==> config.mk <==
export PLATFORM = sky130hd
export DESIGN_NAME = apb_slave_flat
export DESIGN_NICKNAME = d
export VERILOG_FILES = /design/src/rtl/apb_pkg.sv /design/src/rtl/apb_slave_if.sv /design/src/rtl/apb_slave_mem.sv /design/src/rtl/apb_slave.sv /design/src/flat_wrapper.sv
export SDC_FILE = /design/constraint.sdc
export NUM_CORES = 1
export LEC_CHECK = 0
export CORE_MARGIN = 5
export CORE_UTILIZATION = 45
export CTS_CLUSTER_DIAMETER = 40
export DETAILED_ROUTE_END_ITERATION = 12
export GPL_TIMING_DRIVEN = 0
export SYNTH_ARGS = -nofsm -noshare
export SYNTH_HDL_FRONTEND = slang
export SYNTH_HIERARCHICAL = 1
export SYNTH_SLANG_ARGS = --single-unit
==> constraint.sdc <==
create_clock -name clk -period 7.3 [get_ports clk]
set_input_delay 2.19 -clock clk [delete_from_list [all_inputs] [get_ports clk]]
set_output_delay 2.19 -clock clk [all_outputs]
set_load 0.05 [all_outputs]
==> src/rtl/apb_pkg.sv <==
// Types and constants shared by the APB bridge endpoints (apb_master / apb_slave).
package apb_pkg;

  localparam int unsigned ADDR_WIDTH = 32;
  localparam int unsigned DATA_WIDTH = 32;
  localparam int unsigned STRB_SIZE  = 4;
  localparam int unsigned WCNT_WIDTH = 4;

  typedef enum logic [1:0] {
    IDLE   = 2'd0,
    SETUP  = 2'd1,
    ACCESS = 2'd2
  } apb_phase_t;

endpackage

==> src/rtl/apb_slave_if.sv <==
// APB bus bundle between a completer and its requester.
// slverr exists only when APB_SLAVE_SLVERR_EN is defined.
interface apb_slave_if #(
  parameter int unsigned ADDR_WIDTH = apb_pkg::ADDR_WIDTH,
  parameter int unsigned DATA_WIDTH = apb_pkg::DATA_WIDTH,
  parameter int unsigned STRB_SIZE  = apb_pkg::STRB_SIZE
);
  logic                  sel;
  logic                  enable;
  logic                  write;
  logic [STRB_SIZE-1:0]  strb;
  logic [ADDR_WIDTH-1:0] addr;
  logic [DATA_WIDTH-1:0] wdata;
  logic [DATA_WIDTH-1:0] rdata;
  logic                  ready;
`ifdef APB_SLAVE_SLVERR_EN
  logic                  slverr;
`endif

  modport master (
    output sel, enable, write, strb, addr, wdata,
    input  rdata, ready
`ifdef APB_SLAVE_SLVERR_EN
    , input slverr
`endif
  );

  modport slave (
    input  sel, enable, write, strb, addr, wdata,
    output rdata, ready
`ifdef APB_SLAVE_SLVERR_EN
    , output slverr
`endif
  );

endinterface

==> src/rtl/apb_slave_mem.sv <==
// Word-addressed register array with per-byte-lane write enables,
// asynchronous clear and a combinational read port.
module apb_slave_mem #(
  parameter int unsigned DATA_WIDTH = 32,
  parameter int unsigned STRB_SIZE  = 4,
  parameter int unsigned MEM_DEPTH  = 16,
  parameter int unsigned IDX_W      = 4
) (
  input  logic                  clk,
  input  logic                  rst_n,
  input  logic                  i_we,
  input  logic [IDX_W-1:0]      i_idx,
  input  logic [STRB_SIZE-1:0]  i_strb,
  input  logic [DATA_WIDTH-1:0] i_wdata,
  output logic [DATA_WIDTH-1:0] o_rdata_c
);

  logic [DATA_WIDTH-1:0] r_mem [MEM_DEPTH];

  always_ff @(posedge clk or negedge rst_n) begin
    if (!rst_n) begin
      for (int i = 0; i < int'(MEM_DEPTH); i++) begin
        r_mem[i] <= '0;
      end
    end else if (i_we) begin
      for (int b = 0; b < int'(STRB_SIZE); b++) begin
        if (i_strb[b]) begin
          r_mem[i_idx][b*8 +: 8] <= i_wdata[b*8 +: 8];
        end
      end
    end
  end

  assign o_rdata_c = r_mem[i_idx];

endmodule

==> src/rtl/apb_slave.sv <==
// APB completer: phase decode, programmable wait states, byte-strobed register array.
// Optional error response on out-of-range or empty-strobe access via APB_SLAVE_SLVERR_EN.
module apb_slave #(
  parameter int unsigned ADDR_WIDTH  = apb_pkg::ADDR_WIDTH,
  parameter int unsigned DATA_WIDTH  = apb_pkg::DATA_WIDTH,
  parameter int unsigned STRB_SIZE   = apb_pkg::STRB_SIZE,
  parameter int unsigned MEM_DEPTH   = 16,
  parameter int unsigned WAIT_CYCLES = 2
) (
  input  logic       clk,
  input  logic       rst_n,
  apb_slave_if.slave bus
);
  import apb_pkg::*;

  localparam int unsigned IDX_W = (MEM_DEPTH > 1) ? $clog2(MEM_DEPTH) : 1;

  apb_phase_t            r_state;
  apb_phase_t            w_state_next;
  apb_phase_t            w_phase;
  logic [WCNT_WIDTH-1:0] r_wcnt;
  logic [WCNT_WIDTH-1:0] w_wcnt_next;
  logic                  w_ready;
  logic                  w_in_range;
  logic                  w_we;
  logic [IDX_W-1:0]      w_idx;
  logic [DATA_WIDTH-1:0] w_mem_rdata;

  always_ff @(posedge clk or negedge rst_n) begin
    if (!rst_n) begin
      r_state <= IDLE;
      r_wcnt  <= '0;
    end else begin
      r_state <= w_state_next;
      r_wcnt  <= w_wcnt_next;
    end
  end

  // r_state holds the phase reached at the previous edge; w_phase is the
  // phase of the current bus cycle, so ready can fire in the first ACCESS cycle.
  always_comb begin
    w_phase      = IDLE;
    w_state_next = IDLE;
    w_wcnt_next  = r_wcnt;
    w_ready      = 1'b0;

    case (r_state)
      IDLE:    if (bus.sel && !bus.enable) w_phase = SETUP;
      SETUP:   if (bus.sel && bus.enable)  w_phase = ACCESS;
      ACCESS:  if (bus.sel)                w_phase = bus.enable ? ACCESS : SETUP;
      default: w_phase = IDLE;
    endcase

    w_ready = (w_phase == ACCESS) && (r_wcnt == WCNT_WIDTH'(WAIT_CYCLES));

    // A completed transfer parks in IDLE; a follow-on SETUP is decoded from there.
    w_state_next = w_ready ? IDLE : w_phase;

    if (w_phase == SETUP) begin
      w_wcnt_next = '0;
    end else if ((w_phase == ACCESS) && !w_ready) begin
      w_wcnt_next = r_wcnt + WCNT_WIDTH'(1);
    end
  end

  assign w_in_range = (bus.addr < ADDR_WIDTH'(MEM_DEPTH));
  assign w_idx      = bus.addr[IDX_W-1:0];
  assign w_we       = w_ready && bus.write && w_in_range;

  apb_slave_mem #(
    .DATA_WIDTH (DATA_WIDTH),
    .STRB_SIZE  (STRB_SIZE),
    .MEM_DEPTH  (MEM_DEPTH),
    .IDX_W      (IDX_W)
  ) u_mem (
    .clk       (clk),
    .rst_n     (rst_n),
    .i_we      (w_we),
    .i_idx     (w_idx),
    .i_strb    (bus.strb),
    .i_wdata   (bus.wdata),
    .o_rdata_c (w_mem_rdata)
  );

  assign bus.ready = w_ready;
  assign bus.rdata = (w_ready && !bus.write && w_in_range) ? w_mem_rdata : '0;

`ifdef APB_SLAVE_SLVERR_EN
  assign bus.slverr = w_ready && (!w_in_range || (bus.write && (bus.strb == '0)));
`endif

endmodule

==> src/flat_wrapper.sv <==
// flat-port wrapper written by rule: the top's interface ports become plain ports
module apb_slave_flat import apb_pkg::*;
#(
  parameter int unsigned ADDR_WIDTH  = apb_pkg::ADDR_WIDTH,
  parameter int unsigned DATA_WIDTH  = apb_pkg::DATA_WIDTH,
  parameter int unsigned STRB_SIZE   = apb_pkg::STRB_SIZE,
  parameter int unsigned MEM_DEPTH   = 16,
  parameter int unsigned WAIT_CYCLES = 2
)
  (clk, rst_n, bus_sel, bus_enable, bus_write, bus_strb, bus_addr, bus_wdata, bus_rdata, bus_ready);
  apb_slave_if #(.ADDR_WIDTH(ADDR_WIDTH), .DATA_WIDTH(DATA_WIDTH), .STRB_SIZE(STRB_SIZE)) bus_i ();
  input  logic clk;
  input  logic rst_n;
  input wire logic [$bits(bus_i.sel)-1:0] bus_sel;
  input wire logic [$bits(bus_i.enable)-1:0] bus_enable;
  input wire logic [$bits(bus_i.write)-1:0] bus_write;
  input wire logic [$bits(bus_i.strb)-1:0] bus_strb;
  input wire logic [$bits(bus_i.addr)-1:0] bus_addr;
  input wire logic [$bits(bus_i.wdata)-1:0] bus_wdata;
  output wire logic [$bits(bus_i.rdata)-1:0] bus_rdata;
  output wire logic [$bits(bus_i.ready)-1:0] bus_ready;
  assign bus_i.sel = bus_sel;
  assign bus_i.enable = bus_enable;
  assign bus_i.write = bus_write;
  assign bus_i.strb = bus_strb;
  assign bus_i.addr = bus_addr;
  assign bus_i.wdata = bus_wdata;
  assign bus_rdata = bus_i.rdata;
  assign bus_ready = bus_i.ready;
  apb_slave #(.ADDR_WIDTH(ADDR_WIDTH), .DATA_WIDTH(DATA_WIDTH), .STRB_SIZE(STRB_SIZE), .MEM_DEPTH(MEM_DEPTH), .WAIT_CYCLES(WAIT_CYCLES)) u_core (.clk(clk), .rst_n(rst_n), .bus(bus_i));
endmodule
==> implementation parameters <==
Parameter                              Value

Placement
  Final Wtd Congestion ... 0.769
  Post-DP HPWL ... 44700 um
  Input/output buffers ... 102
  Cell Area, Placed ... 27300 sq um

GRT
  First-pass GRT wire length ... 105000 um
  Number of global-route vias before repair ... 15668
  M3 GR Usage ... 0.0417
  Maximum number of pins on one net before global-route repair ... 127
  Met1 track demand over resource in global routing ... 0.342
  Global-route total usage across every layer ... 0.236
  Most used routing layer ... met2
  Met2 layer usage reported by global route ... 0.366
  Overall overflow remaining after global route ... 0
  Initial antenna violation count ... 1

Run status
  Result of the run ... complete, no violations

Route
  Remaining design rule violation count ... 0
  Routed via count divided by cell count ... 5.73
  Total via count in the routed design ... 14676
  Drt first pass iters ... 5
  Remaining number of nets flagged by the antenna check after routing ... 0
  Wire length per cell after detailed routing ... 27.5 um
  Routed wire length ... 70400 um
  Drt initial violations ... 980

STA
  RSZ-0062 raised after global routing ... no
  Clock tree skew after final layout ... 0.0241 ns
  Fin Hold WS ... 0.484 ns
  Max_slew headroom ... 0.248
  Slew at the pin closest to its max-slew limit ... 1.13 ns
  Max Clock Freq ... 0.139 GHz
  Number of failing setup endpoints in the final timing report ... 0
  Slew Viols, Final ... 0
  Minimum period implied by the final worst setup slack ... 7.18 ns
  Count of final hold-check violations ... 0
  Part of the cycle the worst path needs ... 0.984

Logic synthesis
  Commonest cells post-synth ... dfrtp_1 (518), mux2_2 (387), mux4_2 (128), mux2_4 (88), a22oi_1 (64)
  Top-count cell post-synth ... dfrtp_1
  Post-Syn Nets ... 1620
  Synthesized instance count ... 1545
  Largest cells by area after synthesis ... dfrtp_1 (51%), mux2_2 (17%), mux4_2 (11%)
  Cell taking the most area after synthesis ... dfrtp_1
  Main synth FF type ... dfrtp_1
  Count of state elements after synthesis ... 518
  Unique masters post-synth ... 48
  Syn Std Cell Area ... 25200 sq um
  Portion of the post-synthesis area used by sequential elements ... 0.514
  Adder-Cell Fraction of Synth Area ... 0.000993
  Number of warnings reported in the yosys synthesis log ... 6
  Main combinational cell family by area after synthesis ... multiplexers
  Share of the synthesized netlist area taken by xor and xnor gates ... 0.000695
  Number of flops mapped to enable cells by yosys ... 0
  Area fraction of the dominant cell type after synthesis ... 0.514
  Async set-reset flop share out of synthesis ... 1.00
  Average instance area after synthesis ... 16.3 sq um
  Share of the synthesized area in compound gates (AO/OA/AOI/OAI) ... 0.0194
  Simple-gate share of the synthesized area ... 0.0783
  Fraction of synthesized area in multiplexers ... 0.357

Critical path
  Cell-by-cell trace of the critical path ... clkdlybuf4s50_1, buf_2, nor2b_1, buf_4, clkbuf_4, a22oi_1, nand2_1, inv_1, nor4_2, dlygate4sd2_1
  Critical path startpoint category ... primary input
  Arrival time at the worst endpoint ... 4.99 ns
  Biggest fanout along the worst timing path ... 10
  Crit Reg-Reg Startpoint ... u_core/r_wcnt[0]
  Classification of the worst setup path ... primary input to output pin
  Depth of the most critical reg-to-reg path ... 9
  Critical path data required time ... 5.11 ns
  Worst reg-to-reg setup slack ... 3.35 ns
  Slowest cell on the critical path ... clkdlybuf4s50_1
  Delay of the slowest cell on the worst path ... 0.64 ns
  Capturing element type of the critical path ... output pin
  Destination of the worst register-to-register timing path ... u_core/u_mem/r_mem[348]

Worst hold path
  Hold Crit Start ... u_core/u_mem/r_mem[141]
  Worst min-delay path endpoint ... u_core/u_mem/r_mem[141]
  Worst hold path stage count ... 1
  Worst Hold Class ... flip-flop to flip-flop

Run
  Max Cap Viol ... 0

Power and ir drop
  Leak pwr ... 0.0149 uW
  Maximum ir drop on the vdd rail ... 0.186 mV
  Power Density ... 240 nW/um^2

Clock tree
  Hold buffers post-CTS ... 0
  Insertion delay of the later-clocked pin in the worst-skew pair ... 0.62 ns
  Clock Root Buffer ... clkbuf_16
  CTS clock-pin slew for the worst setup and hold paths ... 0.05 ns
  H-tree Lvls ... 3
  Number of sinks driven by the clock tree ... 518
  Cts bufs inserted ... 84
  Number of buffers on the longest clock path ... 3
  CTS tree ... yes

Finish
  Share of final-layout standard cells stronger than drive strength 1 ... 0.525
  Synthesis-to-layout area growth ... 19.8%
  Final cell area excluding filler cells ... 30200 sq um
  Fin nets ... 1818
  Antenna diode count ... 0

Die
  Area of the die ... 60800 sq um
  Floorplan row count ... 86
  Core Area ... 55300 sq um
  Number of I/O pins ... 106
  Starting utilization of the core area ... 0.456
  Vertical die dimension ... 247 um
  DIE WIDTH ... 247 um
## layer usage
layer | share of wire | vias up
li1 | - | 6260
met1 | 0.46 | 7940
met2 | 0.47 | 359
met3 | 0.044 | 115
met4 | 0.027 | 2
met5 | 0.00018 | -
## power by group
| group | internal [uW] | switching [uW] |
|---|---|---|
| sequential | 2880 | 2.38 |
| clock | 2560 | 1460 |
| combinational | 99.8 | 241 |
| total | 5540 | 1700 |
## through the flow
| step | std cells | setup TNS [ns] | util | power, uW | setup slack (ns) |
|---|---|---|---|---|---|
| 2_1_floorplan | 1545 | 0 | - | 3060 | 0.302 |
| 3_3_place_gp | 2395 | -9609.68 | 0.491 | 3260 | -18.57 |
| 3_5_place_dp | 2399 | -25.29 | 0.493 | 3270 | -1.11 |
| 4_1_cts | 2554 | 0 | 0.546 | 7320 | 0.00963 |
| 5_1_grt | 2560 | 0 | 0.546 | 7480 | 0.00104 |
| 6_report | 2560 | 0 | 0.546 | 7240 | 0.119 |
## flip-flops by register name, summed over array words and instances (netlist names)
register            flops
u_core/r_state          2
u_core/r_wcnt           4
u_core/u_mem/r_mem    512
## layout make-up
| class | count | area [sq um] |
|---|---|---|
| Tap cell | 748 | 936 |
| Buffer | 103 | 653 |
| Clock buffer | 100 | 2290 |
| Sequential cell | 518 | 13000 |
| Fill cell | 4488 | 25100 |
| Clock inverter | 55 | 601 |
| Multi-Input combinational cell | 889 | 11500 |
| Timing Repair Buffer | 112 | 1100 |
| Inverter | 35 | 131 |
## how the worst max path moves through the flow
stage / startpoint / endpoint / slack (ns) / depth (start not counted)
6_report: bus_addr[3] / bus_rdata[2] / 0.12 / 10
4_1_cts: bus_addr[1] / bus_rdata[22] / 0.01 / 9
3_5_place_dp: bus_addr[3] / bus_rdata[1] / -1.11 / 10
3_3_place_gp: rst_n / u_core/u_mem/r_mem[263] / -18.57 / 1
2_1_floorplan: bus_addr[1] / bus_rdata[0] / 0.30 / 8
5_1_grt: bus_addr[3] / bus_rdata[12] / 0.001 / 10
## critical path, delay by kind of cell
kind                   cells  cell delay [ns]
AND/OR/NAND/NOR            3             0.50
AO/OA/AOI/OAI              1             0.16
buffers and inverters      6             2.12
## layout by cell type, fill, tap and decap left out, types with 3 or more instances in the layout
cell             instances
dfrtp_1                518
mux2_2                 387
mux4_2                 128
mux2_4                  88
clkbuf_16               86
clkdlybuf4s50_1         69
a22oi_1                 64
clkbuf_1                42
nand2_1                 39
mux2_1                  37
nor2_8                  36
inv_1                   35
nor4_2                  28
buf_2                   23
clkinv_2                16
buf_6                   16
buf_4                   16
inv_6                   15
clkbuf_2                13
clkbuf_4                11
dlygate4sd2_1           10
clkbuf_8                 9
nor4_1                   9
nor2_2                   9
bufinv_16                8
nand2_2                  8
clkinv_4                 7
nand2b_1                 7
clkdlybuf4s15_2          6
nand4b_4                 6
clkinvlp_4               5
nand4_4                  4
buf_16                   4
nand2_8                  4
inv_8                    3
clkdlybuf4s15_1          3
nor2_1                   3
buf_1                    3
mux2i_1                  3
nor2b_1                  3
## repair_timing
item | 4_1_cts | 5_1_grt
buffers inserted | 0 | 6
gates resized for setup | 97 | 41
setup endpoints to repair | 32 | 23
pin swaps | 0 | 2
## logic make-up after synthesis
| kind of cell | after synthesis |
|---|---|
| adders and majority gates | 2 |
| AOI/OAI and AO/OA | 65 |
| muxes | 643 |
| buffers and inverters | 138 |
| and+or+nand+nor | 177 |
| DFF | 518 |
| xor gates and xnor gates | 2 |
No activity file was read; power rests on OpenSTA's default activity.
==> RTL edit, RTL diff (config.mk and constraints unchanged) <==
`STRB_SIZE` is set to 4 in 2 places; all go to 8.
--- a/src/rtl/apb_pkg.sv
+++ b/src/rtl/apb_pkg.sv
@@ -3,7 +3,7 @@
 
   localparam int unsigned ADDR_WIDTH = 32;
   localparam int unsigned DATA_WIDTH = 32;
-  localparam int unsigned STRB_SIZE  = 4;
+  localparam int unsigned STRB_SIZE  = 8;
   localparam int unsigned WCNT_WIDTH = 4;
 
   typedef enum logic [1:0] {
--- a/src/rtl/apb_slave_mem.sv
+++ b/src/rtl/apb_slave_mem.sv
@@ -2,7 +2,7 @@
 // asynchronous clear and a combinational read port.
 module apb_slave_mem #(
   parameter int unsigned DATA_WIDTH = 32,
-  parameter int unsigned STRB_SIZE  = 4,
+  parameter int unsigned STRB_SIZE  = 8,
   parameter int unsigned MEM_DEPTH  = 16,
   parameter int unsigned IDX_W      = 4
 ) (
Ports: changed (resized bus_strb); port bits go from 106 to 110. The function was not compared with the original's and may differ.
==> RTL edit against the original RTL <==
- maximum frequency shrank 1.4%
- area after synthesis grew 2.9%
- cell count grew 0.74%
- critical path type unchanged
- setup slack lost 0.10 ns
- routed wire length grew 2.0%
- die area grew 2.8%
- largest cell class unchanged
- via count grew 0.16%
- core utilization shrank 0.17 points
- register-to-register slack gained 0.75 ns
- first-iteration DRC count grew 8.1%
- final area grew 3.4%
- total power grew 1.5%
- sequential cell count is the same
==> RTL edit: results (changes against the original RTL) <==
Status
  • Status: finished clean

Layout
  • Nets: 1820 (+0.11%)
  • Ratio of cells with drive above 1 in the final layout: 0.5408 (+0.01596)
  • Multi-input gates: 888 (-0.11%)
  • Area occupied by multi-input gates: 0.01236 sq mm (+7.3%)
  • Data buffer area share: 0.05922 (+0.001013)
  • Sequential cells: 518 (unchanged)
  • # fillers: 4597 (+2.4%)
  • Seq/total area: 0.4151 (-0.01410)
  • Clkbuf count: 104 (+4.0%)
  • Clk tree area frac: 0.09520 (-0.0006653)
  • Non-Clock Buffer Count: 212 (-1.4%)

Global route
  • Initial antenna violation count: 0 (-1)
  • First-pass GRT wire length: 107600 um (+2.1%)
  • GRT met2 Usage: 0.3475 (-0.01879)
  • Number of global-route vias before repair: 16016 (+2.2%)
  • Met3 Usage GRT: 0.04450 (+0.002777)
  • Largest net degree at the start of global routing: 120 (-5.5%)
  • GR Util met1: 0.3381 (-0.004225)

Floorplanning
  • Row count: 88 (+2.3%)

STA
  • Final hold slack: 0.4831 ns (-0.0006100 ns)
  • Slew HR: 0.1694 (-0.07910)

Routing
  • DR vias/cell: 5.700 (-0.57%)
  • DRT iter0 DRCs: 1059 (+8.1%)
  • Wire length on met2: 33100 um (-0.18%)
  • DRT Pass-1 Iters: 7 (+2)
  • Top Metal Used: met4
  • Routed length on met3: 3752 um (+21%)

Power and ir drop
  • P_sw: 0.001742 W (+2.5%)
  • Comb pwr share: 0.049 (+0.002)
  • Sw Share: 0.2371 (+0.002299)
  • Worst VDD drop: 0.0001720 V (-7.8%)
  • P_leak: 15.08 nW (+0.91%)

Yosys
  • Top cells by count, synth: 518 x dfrtp_1, 288 x mux2_4, 200 x mux2_2, 128 x mux4_2, 64 x a22oi_1
  • Syn Nets: 1623 (+0.19%)
  • Sequential-to-total area share from yosys stat: 0.4999 (-0.01444)
  • Synth top area cells: dfrtp_1 50%, mux2_4 17%, mux4_2 11%
  • Library cells used by synthesis: 39 (-19%)

Placement
  • Gpl congestion: 0.8103 (+5.4%)
  • Dpl hpwl: 46710 um (+4.4%)
  • Placed cell area: 0.02809 sq mm (+3.0%)
  • Port Buf Inserts: 104 (+2.0%)
  • Pre-CTS setup slack: -1.402 ns (-0.2933 ns)

Worst setup path
  • FF-to-FF End: u_core/u_mem/r_mem[204]
  • Depth of the most critical reg-to-reg path: 11 (+2)
  • CP arrival: 5.09 ns (+0.10 ns)
  • Crit-path max cell delay: 0.63 ns
  • Max stage delay cell, worst path: clkdlybuf4s50_1
  • Crit. Startpoint: bus_addr[0]
  • R2R setup slack: 4.10 ns (+0.75 ns)
  • End of the critical path: bus_rdata[13]

Hold path
  • Min-delay src: u_core/u_mem/r_mem[117]
  • Worst Hold End: u_core/u_mem/r_mem[117]

Clocking
  • Clk_lat worst skew: 0.61 ns
  • CTS buffer count: 86 (+2.4%)
==> RTL edit: cell count changes after synthesis, sizes merged <==
cell    change
nand3       +4
nand2b      -5
or3         -1
nand2       -2
and4bb      -1
nor2b       +1
clkbuf     +10
nor4bb      +1
nor2        +3
buf        -10
nand3b      -1
==> RTL edit: cell families (layout without fill, tap and decap cells) <==
logic type      Yosys count  after routing  share of synthesized area
fa+ha+maj                 2              2                  0.0009649
compound gates           65             65                    0.01882
simple gates            176            176                    0.07875
buf+inv                 138            408                    0.02451
xor+xnor                  2              2                  0.0006757
flops                   518            518                     0.4999
mux                     643            643                     0.3764
==> RTL edit: timing repair <==
item                       4_1_cts  5_1_grt
setup endpoints to repair       32       31
hold buffers                     0        0
gates resized for setup        187       31
==> RTL edit: per-stage QoR <==
step,cells,util
2_1_floorplan,1544,-
3_3_place_gp,2413,0.4868
3_5_place_dp,2419,0.4896
4_1_cts,2579,0.5444
5_1_grt,2579,0.5444
6_report,2579,0.5444
